## src/rtl/pcs_tx_encoder_pkg.sv

```systemverilog
// Shared constants for the 10GBASE-R transmit encoder: block-type codes,
// XGMII characters, 7-bit control codes and the fixed error/fault blocks.
// Latency: n/a (package). Backpressure: n/a.
package pcs_tx_pkg;

  // Block classification codes, shared with the receive-side classifier
  typedef enum logic [2:0] {
    TT_S = 3'b000,
    TT_C = 3'b001,
    TT_E = 3'b010,
    TT_D = 3'b011,
    TT_T = 3'b100
  } t_type_t;

  typedef enum logic [2:0] {
    TX_INIT = 3'd0,
    TX_C    = 3'd1,
    TX_D    = 3'd2,
    TX_T    = 3'd3,
    TX_E    = 3'd4
  } tx_state_t;

  localparam logic [1:0] SYNC_DATA = 2'b10;
  localparam logic [1:0] SYNC_CTRL = 2'b01;

  localparam logic [7:0] BT_IDLE  = 8'h1E;
  localparam logic [7:0] BT_OS    = 8'h4B;
  localparam logic [7:0] BT_START = 8'h78;

  localparam logic [7:0] CH_IDLE  = 8'h07;
  localparam logic [7:0] CH_ERROR = 8'hFE;
  localparam logic [7:0] CH_START = 8'hFB;
  localparam logic [7:0] CH_TERM  = 8'hFD;
  localparam logic [7:0] CH_SEQ   = 8'h9C;

  localparam logic [6:0] CC_IDLE  = 7'h00;
  localparam logic [6:0] CC_ERROR = 7'h1E;

  // Every lane carries the error control code
  localparam logic [65:0] EBLOCK_T = {{8{CC_ERROR}}, BT_IDLE, SYNC_CTRL};
  // Local-fault ordered set: D1=00, D2=00, D3=01, O=0
  localparam logic [65:0] LBLOCK_T = {28'h0, 4'h0, 8'h01, 8'h00, 8'h00, BT_OS, SYNC_CTRL};

  // Block type byte for a terminate in lane k
  function automatic logic [7:0] term_block_type(input logic [2:0] k);
    logic [7:0] bt;
    case (k)
      3'd0:    bt = 8'h87;
      3'd1:    bt = 8'h99;
      3'd2:    bt = 8'hAA;
      3'd3:    bt = 8'hB4;
      3'd4:    bt = 8'hCC;
      3'd5:    bt = 8'hD2;
      3'd6:    bt = 8'hE1;
      default: bt = 8'hFF;
    endcase
    return bt;
  endfunction

endpackage

```

## src/rtl/pcs_tx_encoder_t_type.sv

```systemverilog
// Combinational XGMII word classifier (S/C/E/D/T) with terminate lane index.
// Latency: 0 cycles (pure combinational).
// Backpressure: none; evaluated every cycle, the caller decides whether to use it.
// Ports: txd/txc = XGMII word; blk_type = class; term_lane = lane holding Terminate (valid for TT_T).
module t_type
  import pcs_tx_pkg::*;
(
  input  logic [63:0] txd,
  input  logic [7:0]  txc,
  output t_type_t     blk_type,
  output logic [2:0]  term_lane
);

  logic [7:0] lane_idle;
  logic [7:0] lane_ctl_ok;

  always_comb begin
    lane_idle   = '0;
    lane_ctl_ok = '0;
    for (int i = 0; i < 8; i++) begin
      lane_idle[i]   = (txd[8*i +: 8] == CH_IDLE);
      lane_ctl_ok[i] = (txd[8*i +: 8] == CH_IDLE) || (txd[8*i +: 8] == CH_ERROR);
    end
  end

  always_comb begin
    logic [7:0] t_mask;
    logic [7:0] k_bit;
    blk_type  = TT_E;
    term_lane = '0;
    t_mask    = '0;
    k_bit     = '0;
    if (txc == 8'h00) begin
      blk_type = TT_D;
    end else if (txc == 8'hFF && (&lane_idle)) begin
      blk_type = TT_C;
    end else if (txc == 8'hF1 && txd[7:0] == CH_SEQ && (&lane_idle[7:4])) begin
      blk_type = TT_C;
    end else if (txc == 8'h01 && txd[7:0] == CH_START) begin
      blk_type = TT_S;
    end else begin
      // Terminate in lane k needs control flags exactly on lanes k..7, and
      // every control lane above k must be Idle or Error.
      for (int k = 0; k < 8; k++) begin
        t_mask = 8'hFF << k;
        k_bit  = 8'h01 << k;
        if (txc == t_mask && txd[8*k +: 8] == CH_TERM &&
            (&(lane_ctl_ok | ~txc | k_bit))) begin
          blk_type  = TT_T;
          term_lane = 3'(k);
        end
      end
    end
  end

endmodule

```

## src/rtl/pcs_tx_encoder.sv

```systemverilog
// 10GBASE-R PCS transmit encoder: classify XGMII word, run TX FSM, emit 66-bit block.
// Latency: 1 cycle from accepted word to registered block.
// Backpressure: in_valid=0 stalls; state, block and error count hold, out_valid drops.
// Ports: clk/reset; txd_in/txc_in XGMII word; in_valid pacing; tx_lf local fault;
//        encoder_out block; out_valid; tx_err_cnt saturating EBLOCK_T count.
module pcs_tx_encoder
  import pcs_tx_pkg::*;
#(
  parameter int ERR_CNT_W = 16
) (
  input  logic                 clk,
  input  logic                 reset,
  input  logic [63:0]          txd_in,
  input  logic [7:0]           txc_in,
  input  logic                 in_valid,
  input  logic                 tx_lf,
  output logic [65:0]          encoder_out,
  output logic                 out_valid,
  output logic [ERR_CNT_W-1:0] tx_err_cnt
);

  t_type_t     typ;
  logic [2:0]  term;
  tx_state_t   state;
  tx_state_t   nxt;
  logic [65:0] enc;

  t_type u_t_type (
    .txd      (txd_in),
    .txc      (txc_in),
    .blk_type (typ),
    .term_lane(term)
  );

  always_comb begin
    nxt = TX_E;
    case (state)
      TX_INIT, TX_C, TX_T: begin
        if (typ == TT_C)      nxt = TX_C;
        else if (typ == TT_S) nxt = TX_D;
        else                  nxt = TX_E;
      end
      TX_D: begin
        if (typ == TT_D)      nxt = TX_D;
        else if (typ == TT_T) nxt = TX_T;
        else                  nxt = TX_E;
      end
      TX_E: begin
        case (typ)
          TT_D, TT_S: nxt = TX_D;
          TT_C:       nxt = TX_C;
          TT_T:       nxt = TX_T;
          default:    nxt = TX_E;
        endcase
      end
      default: nxt = TX_E;
    endcase
  end

  always_comb begin
    enc = EBLOCK_T;
    case (typ)
      TT_D: enc = {txd_in, SYNC_DATA};
      TT_C: begin
        if (txc_in == 8'hFF) enc = {{8{CC_IDLE}}, BT_IDLE, SYNC_CTRL};
        else                 enc = {28'h0, 4'h0, txd_in[31:8], BT_OS, SYNC_CTRL};
      end
      TT_S: enc = {txd_in[63:8], BT_START, SYNC_CTRL};
      TT_T: begin
        // Data lanes pack from bit 10; lanes after the terminate keep their
        // 7-bit positions, leaving a 7-k bit zero pad in between.
        enc      = '0;
        enc[1:0] = SYNC_CTRL;
        enc[9:2] = term_block_type(term);
        for (int i = 0; i < 7; i++) begin
          if (i < int'(term)) enc[10+8*i +: 8] = txd_in[8*i +: 8];
        end
        for (int j = 1; j < 8; j++) begin
          if (j > int'(term))
            enc[10+7*j +: 7] = (txd_in[8*j +: 8] == CH_ERROR) ? CC_ERROR : CC_IDLE;
        end
      end
      default: enc = EBLOCK_T;
    endcase
  end

  always_ff @(posedge clk or posedge reset) begin
    if (reset) begin
      state       <= TX_INIT;
      encoder_out <= LBLOCK_T;
      out_valid   <= 1'b0;
      tx_err_cnt  <= '0;
    end else begin
      out_valid <= in_valid;
      if (in_valid) begin
        if (tx_lf) begin
          state       <= TX_INIT;
          encoder_out <= LBLOCK_T;
        end else begin
          state <= nxt;
          if (nxt == TX_E) begin
            encoder_out <= EBLOCK_T;
            if (tx_err_cnt != '1) tx_err_cnt <= tx_err_cnt + ERR_CNT_W'(1);
          end else begin
            encoder_out <= enc;
          end
        end
      end
    end
  end

endmodule
```

## config.mk

```make
export PLATFORM = sky130hd
export DESIGN_NAME = pcs_tx_encoder
export DESIGN_NICKNAME = d
export VERILOG_FILES = /design/src/rtl/pcs_tx_encoder_pkg.sv /design/src/rtl/pcs_tx_encoder_t_type.sv /design/src/rtl/pcs_tx_encoder.sv
export SDC_FILE = /design/constraint.sdc
export NUM_CORES = 1
export LEC_CHECK = 0
export BUFFER_PORTS_ARGS = -buffer_cell sky130_fd_sc_hd__buf_2
export CORE_MARGIN = 2
export CORE_UTILIZATION = 30
export CTS_BUF_LIST = sky130_fd_sc_hd__clkbuf_16
export DETAILED_ROUTE_END_ITERATION = 8
export HOLD_SLACK_MARGIN = 0.02
export PLACE_DENSITY = 0.49
export SYNTH_ARGS = -nofsm -noshare
export SYNTH_HDL_FRONTEND = slang
export SYNTH_HIERARCHICAL = 1
export SYNTH_SLANG_ARGS = --single-unit
export TNS_END_PERCENT = 50
```

## constraint.sdc

```tcl
create_clock -name clk -period 2.4 [get_ports clk]
set_clock_uncertainty 0.2 [all_clocks]
set_input_delay 0.12 -clock clk [delete_from_list [all_inputs] [get_ports clk]]
set_output_delay 0.12 -clock clk [all_outputs]
set_load 0.05 [all_outputs]
```

# Word level (Yosys, flattened, before mapping)
# Index checks and enable logic that the tools add are counted.
[totals]
ff_bits = 86
output_inout_bits = 83
wordCells = 174
[classes]
eq_ne = 51
bitwise = 3
reduce_logical = 45
mux = 56
add_sub_neg = 1
magnitude_cmp = 14
[ops]
columns = ["cell", "count"]
rows = [
  ["$pmux W66 S4", 1],
  ["$eq A8 B8 Y1 const B", 27],
  ["$mux W66", 2],
  ["$mux W3", 25],
  ["$eq A8 B3 Y1 const B", 8],
  ["$mux W8", 7],
  ["$reduce_and A7 Y1", 8],
  ["$mux W7", 7],
  ["$pmux W7 S7", 1],
  ["$mux W5", 7],
  ["$mux W34", 1],
  ["$logic_and A1 B1 Y1", 20],
  ["$eq A3 B3 Y1 const B", 6],
  ["$pmux W3 S3", 2],
  ["$add A16 B1 Y16 const B", 1],
  ["$ne A16 B16 Y1 const B", 1],
  ["$eq A3 B2 Y1 const B", 5],
  ["$gt A3 B3 Y1 const A", 4],
  ["$eq A3 B1 Y1 const B", 3],
  ["$logic_not A3 Y1", 3],
  ["$lt A3 B3 Y1 const A", 3],
  ["$eq A8 B1 Y1 const B", 1],
  ["$logic_not A8 Y1", 1],
  ["$logic_or A1 B1 Y1", 8],
  ["other kinds (13)", 18],
]

# Longest topological paths before layout
# Gate-level depths: netlist (run 1).
[logic_depth]
word_depth = 24
depth_mapped = 16

# Cells and area by module
# Netlist (run 1), hierarchy kept.
[modules_own_cells]
columns = ["module", "instances", "cells_per_inst", "area_each_um2"]
rows = [
  ["pcs_tx_encoder", 1, 501, 4795.8],
  ["t_type", 1, 115, 730.7],
]

# Worst setup path after synthesis (run 1)
# No wires, ideal clock.
[synth_timing]
path_kind = "input to register"
from = "input port txd_in[3]"
to = "register tx_err_cnt[1]"
setup_ns = 0.128
stages = 14
setup_slack_ns = -1.265
t_required_ns = 2.072
path_buffers = 2
arrival_ns = 3.338
cell_sequence = "or4b_1 -> nor4_2 -> nor2_1 -> a211o_1 -> a2111o_1 -> nor4b_2 -> buf_2 -> and3b_1 -> o211ai_2 -> a31oi_1 -> or3_1 -> buf_4 -> a41oi_2 -> mux2_1"
[synth_via]
elab_chain_len = 22
[synth_lines]
columns = ["element", "line", "rtl"]
rows = [
  ["start, declared", "pcs_tx_encoder.sv:13", "input logic [63:0] txd_in,"],
  ["$eq A8 B3 Y1 / $eq A8 B8 Y1 (equally long branches)", "pcs_tx_encoder_t_type.sv:21, pcs_tx_encoder_t_type.sv:22", ""],
  ["$logic_or A1 B1 Y1", "pcs_tx_encoder_t_type.sv:22", "lane_ctl_ok[i] = (txd[8*i +: 8] == CH_IDLE) || (txd[8*i +: 8] == CH_ERROR);"],
  ["$or A8 B8 Y8", "pcs_tx_encoder_t_type.sv:48", "(&(lane_ctl_ok | ~txc | k_bit))) begin"],
  ["$reduce_and A7 Y1", "pcs_tx_encoder_t_type.sv:48", ""],
  ["$logic_and A1 B1 Y1", "pcs_tx_encoder_t_type.sv:47", "if (txc == t_mask && txd[8*k +: 8] == CH_TERM &&"],
  ["$mux W3 (7 in a row)", "pcs_tx_encoder_t_type.sv:47", ""],
  ["$mux W3", "pcs_tx_encoder_t_type.sv:39", "end else if (txc == 8'h01 && txd[7:0] == CH_START) begin"],
  ["$mux W3", "pcs_tx_encoder_t_type.sv:37", "end else if (txc == 8'hF1 && txd[7:0] == CH_SEQ && (&lane_idle[7:4])) begin"],
  ["$mux W3 *", "pcs_tx_encoder_t_type.sv:35", "end else if (txc == 8'hFF && (&lane_idle)) begin"],
  ["$mux W3 *", "pcs_tx_encoder_t_type.sv:33", "if (txc == 8'h00) begin"],
  ["net typ[1]", "pcs_tx_encoder.sv:22", "t_type_t typ;"],
  ["$eq A3 B2 Y1 (tied with other cells)", "pcs_tx_encoder.sv:44, pcs_tx_encoder.sv:49", ""],
  ["$reduce_or A2 Y1 (tied with other cells)", "pcs_tx_encoder.sv:49", "case (typ)"],
  ["$pmux W3 S3 (tied with other cells)", "pcs_tx_encoder.sv:49", ""],
  ["$pmux W3 S3 *", "pcs_tx_encoder.sv:37", "case (state)"],
  ["$eq A3 B3 Y1 *", "pcs_tx_encoder.sv:101", "if (nxt == TX_E) begin"],
  ["$reduce_and A4 Y1 (no source line) *", "--", ""],
  ["end signal, assigned", "pcs_tx_encoder.sv:103", "if (tx_err_cnt != '1) tx_err_cnt <= tx_err_cnt + ERR_CNT_W'(1);"],
  ["end, declared", "pcs_tx_encoder.sv:19", "output logic [ERR_CNT_W-1:0] tx_err_cnt"],
]
# Mark *: on every way through the listed nets, which the timed path passes. The rest lies on a longest branch.
# A chain may end at the register's enable or synchronous reset.

# Final worst setup path (run 1)
[layout_timing]
from = "input port txd_in[12]"
to = "register tx_err_cnt[6]"
[layout_via]
elab_chain_len = 23
[layout_lines]
columns = ["element", "line"]
rows = [
  ["$eq A8 B3 Y1 / $eq A8 B8 Y1 (equally long branches)", "pcs_tx_encoder_t_type.sv:21, pcs_tx_encoder_t_type.sv:22"],
  ["$logic_or A1 B1 Y1", "pcs_tx_encoder_t_type.sv:22"],
  ["$or A8 B8 Y8", "pcs_tx_encoder_t_type.sv:48"],
  ["$reduce_and A7 Y1", "pcs_tx_encoder_t_type.sv:48"],
  ["$logic_and A1 B1 Y1", "pcs_tx_encoder_t_type.sv:47"],
  ["$mux W3 (8 in a row)", "pcs_tx_encoder_t_type.sv:47"],
  ["$mux W3", "pcs_tx_encoder_t_type.sv:39"],
  ["$mux W3", "pcs_tx_encoder_t_type.sv:37"],
  ["$mux W3 *", "pcs_tx_encoder_t_type.sv:35"],
  ["$mux W3 *", "pcs_tx_encoder_t_type.sv:33"],
  ["net typ[2]", "pcs_tx_encoder.sv:22"],
  ["$eq A3 B2 Y1 (tied with other cells)", "pcs_tx_encoder.sv:44, pcs_tx_encoder.sv:49"],
  ["$reduce_or A2 Y1 (tied with other cells)", "pcs_tx_encoder.sv:49"],
  ["$pmux W3 S3 (tied with other cells)", "pcs_tx_encoder.sv:49"],
  ["$pmux W3 S3 *", "pcs_tx_encoder.sv:37"],
  ["$eq A3 B3 Y1 *", "pcs_tx_encoder.sv:101"],
  ["$reduce_and A4 Y1 (no source line) *", "--"],
]
# Marked as above.

==> results.md, run 1 <==
- Status: complete, but fails checks
- Failing checks: negative hold slack, negative setup slack
- CP top delay family: simple AND/OR/NAND/NOR gates
- Num rows: 49
- Yosys top cell area share: 0.3622
- Mapped Cells: 616
- DRT antenna net count: 0
- Worst reg2reg endpoint: encoder_out[14]
- Number of fill cells in the layout: 1,659
- Global-route wire length before repair: 39.03 mm
- CP Launch Point: txd_in[12]
- Ys Warns: 6
- P per Cell Area: 456.1 nW/um^2
- Area of the multi-input gates: 3884 um^2
- Commonest non-fill, non-tap cell in the layout: buf_4
- Number of distinct library cells after synthesis: 72
- Clock insertion delay at the later pin of the skew report: 0.36 ns
- Max_slew headroom: 0.2294
- Cell area after synthesis: 5527 um^2
- Syn_nets: 696
- Routability congestion estimate: 0.9342
- Setup_tns: -85.70 ns
- Slew Limit Fails: 0
- Leakage: 4.283 nW
- Synth-to-Final Area Change: 72.47%
- Synth Flop Type: dfrtp_1
- Initial antenna violation count: 0
- Vias per Instance: 5.656
- DP HPWL: 18.38 mm
- Drt initial violations: 373
- RSZ-0062 raised after global routing: true
- Fin crit share: 1.490
- # clock sinks: 86
- Tmin final: 3.577 ns
- Least-Margin Pin Slew: 1.152 ns
- Crit Path Class: in2reg
- Num CTS Buffers: 9
- Slowest stage delay, CP: 0.56 ns
- Type of the most critical hold path: in2reg
- Worst setup SP type: input pin
- Grt total ovfl: 0
- Vias: 6,945
- IO Count: 159
- Hold depth: 4
- Final hold violations: 1
- Vias in the first global route: 7,254
- Hold Path End: encoder_out[17]
- DRT Pass-1 Iters: 5
- Slowest stage cell, crit path: or4_1
- Sequential area share after synthesis: 0.3908
- Final setup margin: -1.177 ns
- Final WL: 24.85 mm
- Clock root buffer: clkbuf_16
- Clk pin slew, worst setup/hold paths: 0.07 ns
- WL/cell: 20.24 um
- EDFF count, synth: 0
- Worst Reg-to-Reg Cells: 9
- Largest net degree at the start of global routing: 62
- Share of cells above drive strength 1: 0.5125
- Hold_sp: txd_in[15]
- R2R Setup Slk: 0.16 ns
- Post-route cell area: 9532 um^2
- I/O Buffers: 158
- Core area: 18,020 um^2
- Max frequency: 279.6 MHz
- Worst hold slack: -0.006733 ns
- # setup viols final: 85
- Critical Path RT: 2.47 ns
- Most frequent cells in the layout: buf_4 (193), buf_2 (157), dfrtp_1 (80)
- Die X: 139.7 um
- Post-place instance area: 7998 um^2
- Seq cells post-synth: 86
- Total global-route track usage: 0.2503
- Critical path fanouts, max: 6
- FF/Latch Area: 2160 um^2
- Antenna diodes: 0
- Final net count: 1,074
- CTS H-tree lvls: 3
- Die height: 139.7 um
- Pre-CTS setup slack: -1.828 ns
- Syn avg cell area: 8.972 um^2
- Reg-to-Reg Start: state[2]
- Maxcap violations: 0
- CP endpoint kind: flop
- Longest Clk Path Bufs: 2
- WP data arrival: 3.65 ns
- Drt drc: 0
- DIE AREA: 19,520 um^2
- Top post-synthesis cells by area: dfrtp_1 (36%), o2bb2ai_1 (5.4%), a21oi_1 (4.6%)
- Worst vdd ir: 387.6 uV
- Async S/R FF share, synth: 1.000
- Critical Path, Cell by Cell: buf_2, or4_1, o21ai_1, a31oi_1, a211o_1, a2111o_1, or3b_4, and3b_2, o211ai_4, a31oi_4, or3_4, buf_4, nor4_4, xor2_1
- Crit path buffers/inverters: 2
- CTS tree: yes
- Starting Density: 0.3066
- Area leader, netlist: dfrtp_1
[state kept, by name, indices dropped and copies added, names as in the netlist]
register,flops
tx_err_cnt,16
state,3
out_valid,1
encoder_out,66
[cells by family after synthesis]
| kind of cell | after synthesis | share of synthesized area |
|---|---|---|
| flops | 86 | 0.3908 |
| simple gates | 239 | 0.2461 |
| xor+xnor | 12 | 0.01902 |
| buf+inv | 54 | 0.04143 |
| compound gates | 216 | 0.2841 |
| mux | 5 | 0.009509 |
| fa+ha+maj | 4 | 0.009056 |
[synthesized netlist by cell type, types with 3 or more instances]
cell       number
a21o_1         13
nand4b_1       12
clkbuf_1       24
a22oi_1        19
dfrtp_1        80
nor3_1         15
inv_1          14
a211o_1         6
ha_1            4
nor4b_1         4
xor2_1          8
a221oi_1       21
nand3_1        21
o21a_1          3
a21oi_1        51
or2_2           4
o21ai_0        22
a32o_1          3
and2_1          3
dfstp_2         6
nand2b_1       11
a2111oi_0       3
nor4_1          9
a22o_1          4
mux2i_1         3
nor3b_1         3
xnor2_1         4
o2bb2ai_1      34
and3_1          6
a32oi_1         5
nand2_1        46
buf_2          12
nor4_2          3
nor2_1         41
nand4_1        29
or4b_1          3
or4_1           9
a31oi_1         8
or3_1           5
[how the worst max path moves through the flow]
stage | cells past startpoint | end | slack, ns
detailed placement | 13 | tx_err_cnt[1] | -1.83
finish | 14 | tx_err_cnt[6] | -1.18
CTS | 13 | tx_err_cnt[1] | -1.06
floorplan | 14 | tx_err_cnt[1] | -1.26
global placement | 14 | encoder_out[34] | -1.64
global route | 15 | tx_err_cnt[6] | -1.26
[worst reg2reg max path: stages (launching register included)]
cell and delay, ns:
dfrtp_1 0.41, inv_1 0.08, or3_4 0.39, a31oi_4 0.19, buf_4 0.15, nor2_4 0.06, buf_12 0.16, buf_12 0.13
a221oi_2 0.24, o2bb2ai_1 0.12
[where the power goes]
part           leakage [nW]  internal (W)  switching [W]
Sequential             1.10       0.00156       0.000118
Clock                 0.139      0.000705       0.000656
Combinational          3.04      0.000421       0.000883
Total                  4.28       0.00269        0.00166
[final cells by class]
| class | instances | share of cell area |
|---|---|---|
| multi-input combinational | 477 | 0.4075 |
| inverter | 15 | 0.006038 |
| clock buffer | 9 | 0.02363 |
| tap | 229 | 0.03006 |
| timing repair buffer | 405 | 0.3013 |
| clock inverter | 7 | 0.004988 |
| sequential | 86 | 0.2266 |
[routing by layer]
metal,wire (um),GRT usage,up-vias
li1,-,-,3181
met4,754,0.09526,0
met2,11620,0.4108,279
met1,11150,0.3343,3433
met3,1337,0.03648,52
met5,0,0,-
[repair_timing]
item,CTS,global route
gates resized for setup,88,74
setup buffers,19,6
hold endpoints to repair,62,0
pin swaps,30,48
cloned,0,1
hold buffers,31,0
endpoints found under the setup margin,85,85
[per-stage QoR]
| stage | cells | util | total power, W |
|---|---|---|---|
| after floorplan | 616 | - | 0.002354 |
| after global placement | 1160 | 0.4437 | 0.002848 |
| after detailed placement | 1160 | 0.4437 | 0.002864 |
| after CTS | 1222 | 0.5050 | 0.004313 |
| after global routing | 1228 | 0.5288 | 0.004539 |
| final | 1228 | 0.5288 | 0.004347 |
(Power assumes the default switching activity.)
==> run 2: changes to the inputs <==
--- a/config.mk
+++ b/config.mk
@@ -7,11 +7,12 @@
 export LEC_CHECK = 0
 export BUFFER_PORTS_ARGS = -buffer_cell sky130_fd_sc_hd__buf_2
 export CORE_MARGIN = 2
-export CORE_UTILIZATION = 30
+export CORE_UTILIZATION = 40
 export CTS_BUF_LIST = sky130_fd_sc_hd__clkbuf_16
 export DETAILED_ROUTE_END_ITERATION = 8
 export HOLD_SLACK_MARGIN = 0.02
-export PLACE_DENSITY = 0.49
+export PLACE_DENSITY = 0.63
+export SLEW_MARGIN = 20
 export SYNTH_ARGS = -nofsm -noshare
 export SYNTH_HDL_FRONTEND = slang
 export SYNTH_HIERARCHICAL = 1
==> results.md, run 2 (synthesis results as in run 1) <==
- Status: complete, but fails checks
- Failing checks: negative setup slack
- Number of fill cells in the layout: 964 (-42%)
- Gr busiest metal: met2
- Area of the multi-input gates: 3995 um^2 (+2.9%)
- DRT antenna net count: 0 (unchanged)
- Post-place instance area: 7856 um^2 (-1.8%)
- Die height: 121.5 um (-13%)
- Maxcap violations: 0 (unchanged)
- Met3 Track Usage GR: 0.07022 (+0.03375)
- Vias in the first global route: 7,274 (+0.28%)
- Biggest regs: encoder_out x66, tx_err_cnt x16, state x3
- Initial antenna violation count: 0 (unchanged)
- Share of cells above drive strength 1: 0.5262 (+0.01364)
- Clock insertion delay at the later pin of the skew report: 0.36 ns (about the same)
- Final setup margin: -1.162 ns (+0.01430 ns)
- Num rows: 42 (-14%)
- CP endpoint kind: flop
- Commonest non-fill, non-tap cell in the layout: buf_4
- WP data arrival: 3.64 ns (about the same)
- Largest reg by FF count: encoder_out
- Final net count: 1,069 (-0.47%)
- Worst vdd ir: 516.3 uV (+33%)
- Longest Clk Path Bufs: 2 (unchanged)
- Drt drc: 0 (unchanged)
- Largest net degree at the start of global routing: 62 (unchanged)
- Max_slew headroom: 0.4440 (+0.2146)
- WL/cell: 21.43 um (+5.9%)
- Vias: 7,254 (+4.4%)
- Final WL: 25.07 mm (+0.87%)
- DP HPWL: 16.59 mm (-9.7%)
- DIE AREA: 14,770 um^2 (-24%)
- Core area: 13,350 um^2 (-26%)
- Met1 Use GR: 0.4288 (+0.09452)
- Tmin final: 3.562 ns (-0.01430 ns)
- RSZ-0062 raised after global routing: true
- # setup viols final: 85 (unchanged)
- Vias per Instance: 6.200 (+9.6%)
- Clock root buffer: clkbuf_16
- Leakage: 4.295 nW (+0.27%)
- Die X: 121.5 um (-13%)
- Most frequent cells in the layout: buf_4 (184), buf_2 (156), dfrtp_1 (80)
- Least-Margin Pin Slew: 0.8339 ns (-0.3177 ns)
- Max reg flops: 66 (unchanged)
- Met2 usage: 0.5379 (+0.1271)
- Max frequency: 280.7 MHz (+0.40%)
- Routability congestion estimate: 0.9875 (+5.7%)
- Total global-route track usage: 0.3337 (+0.08346)
- CTS tree: yes
- Crit Path Class: in2reg
- CTS H-tree lvls: 3 (unchanged)
- Final hold violations: 0 (-1)
- Fin crit share: 1.484 (-0.005958)
- Drt initial violations: 681 (+83%)
- Clk pin slew, worst setup/hold paths: 0.07 ns (about the same)
- # clock sinks: 86 (unchanged)
- IO Count: 159 (unchanged)
- Worst hold slack: 0.001133 ns (+0.007866 ns)
- Critical path fanouts, max: 5 (-1)
- DRT Pass-1 Iters: 5 (unchanged)
- Antenna diodes: 0 (unchanged)
- Post-route cell area: 9633 um^2 (+1.1%)
- Global-route wire length before repair: 38.14 mm (-2.3%)
- I/O Buffers: 158 (unchanged)
- Critical Path RT: 2.48 ns (about the same)
- Type of the most critical hold path: in2reg
- Grt total ovfl: 0 (unchanged)
- Num CTS Buffers: 9 (unchanged)
- Synth-to-Final Area Change: 74.30%
- Worst setup SP type: input pin
- Slew Limit Fails: 0 (unchanged)
- FF/Latch Area: 2160 um^2 (unchanged)
- P per Cell Area: 460.2 nW/um^2 (+0.91%)
- Starting Density: 0.4140 (+0.1074)
-- run 2: cell types whose count changed in the layout (fill, tap and decap cells not counted), moves of 4 or more --
cell and change:
o2bb2ai_1 -14, o2bb2ai_2 +13, a22oi_2 -4, a221oi_2 -4
buf_12 +6, buf_4 -9, a22oi_1 +4
-- run 2: through the flow --
| stage | setup TNS, ns | instances | util | setup WS [ns] | power, W |
|---|---|---|---|---|---|
| floorplan | -93.70 | 616 | - | -1.260 | 0.002354 |
| global placement | -113.40 | 1092 | 0.5886 | -1.523 | 0.002828 |
| detailed placement | -115.75 | 1092 | 0.5886 | -1.596 | 0.002848 |
| CTS | -73.85 | 1168 | 0.7005 | -1.044 | 0.004380 |
| global route | -89.24 | 1170 | 0.7217 | -1.221 | 0.004597 |
| finish | -84.87 | 1170 | 0.7217 | -1.162 | 0.004433 |
-- run 2: cell type report --
cell class	count	share of cell area
inverter	15	0.005975
clock inverter	7	0.007014
sequential	86	0.2242
tap	176	0.02286
timing repair buffer	398	0.3019
clock buffer	9	0.02338
multi-input combinational	479	0.4147
-- run 2: worst max-delay path: stages --
cell and delay [ns]:
buf_6 0.09, or4b_4 0.56, nor4_4 0.18, nor2_1 0.08
a211o_1 0.33, a2111o_1 0.41, or3b_4 0.28, and3b_2 0.23
o211ai_4 0.22, a31oi_4 0.14, or3_4 0.39, buf_4 0.16
nor4_4 0.26, xor2_1 0.18
-- run 2: what timing repair did --
item / in CTS / in global routing
setup buffers: 27 / 3
resized for setup: 128 / 50
hold buffers: 29 / 0
endpoints found under the setup margin: 85 / 85
pin swaps: 64 / 31
gates cloned: 5 / 0
hold endpoints to repair: 60 / 0
-- run 2: power by group --
part           switching (W)  internal (W)
clock               0.000638      0.000802
combinational       0.000891      0.000420
sequential          0.000119       0.00156
total                0.00165       0.00279
-- run 2: path summary, 6_finish.rpt --
check / cells after the start / slack [ns] / endpoint / start
setup / recovery: 14 / -1.16 / tx_err_cnt[8] / txd_in[3]
hold reg to reg: 1 / 0.28 / encoder_out[63] / encoder_out[63]
min in group asynchronous: 3 / 0.18 / encoder_out[56] / reset
setup reg to reg: 9 / 0.10 / encoder_out[57] / state[2]
max in group asynchronous: 4 / 1.08 / encoder_out[26] / reset
hold / removal: 4 / 0.001 / encoder_out[14] / txd_in[4]
-- run 2: per-layer routing --
metal	wire length, um	vias up
met1	10140	3545
met4	1035	0
met5	0	-
met3	2157	83
li1	-	3185
met2	11730	441
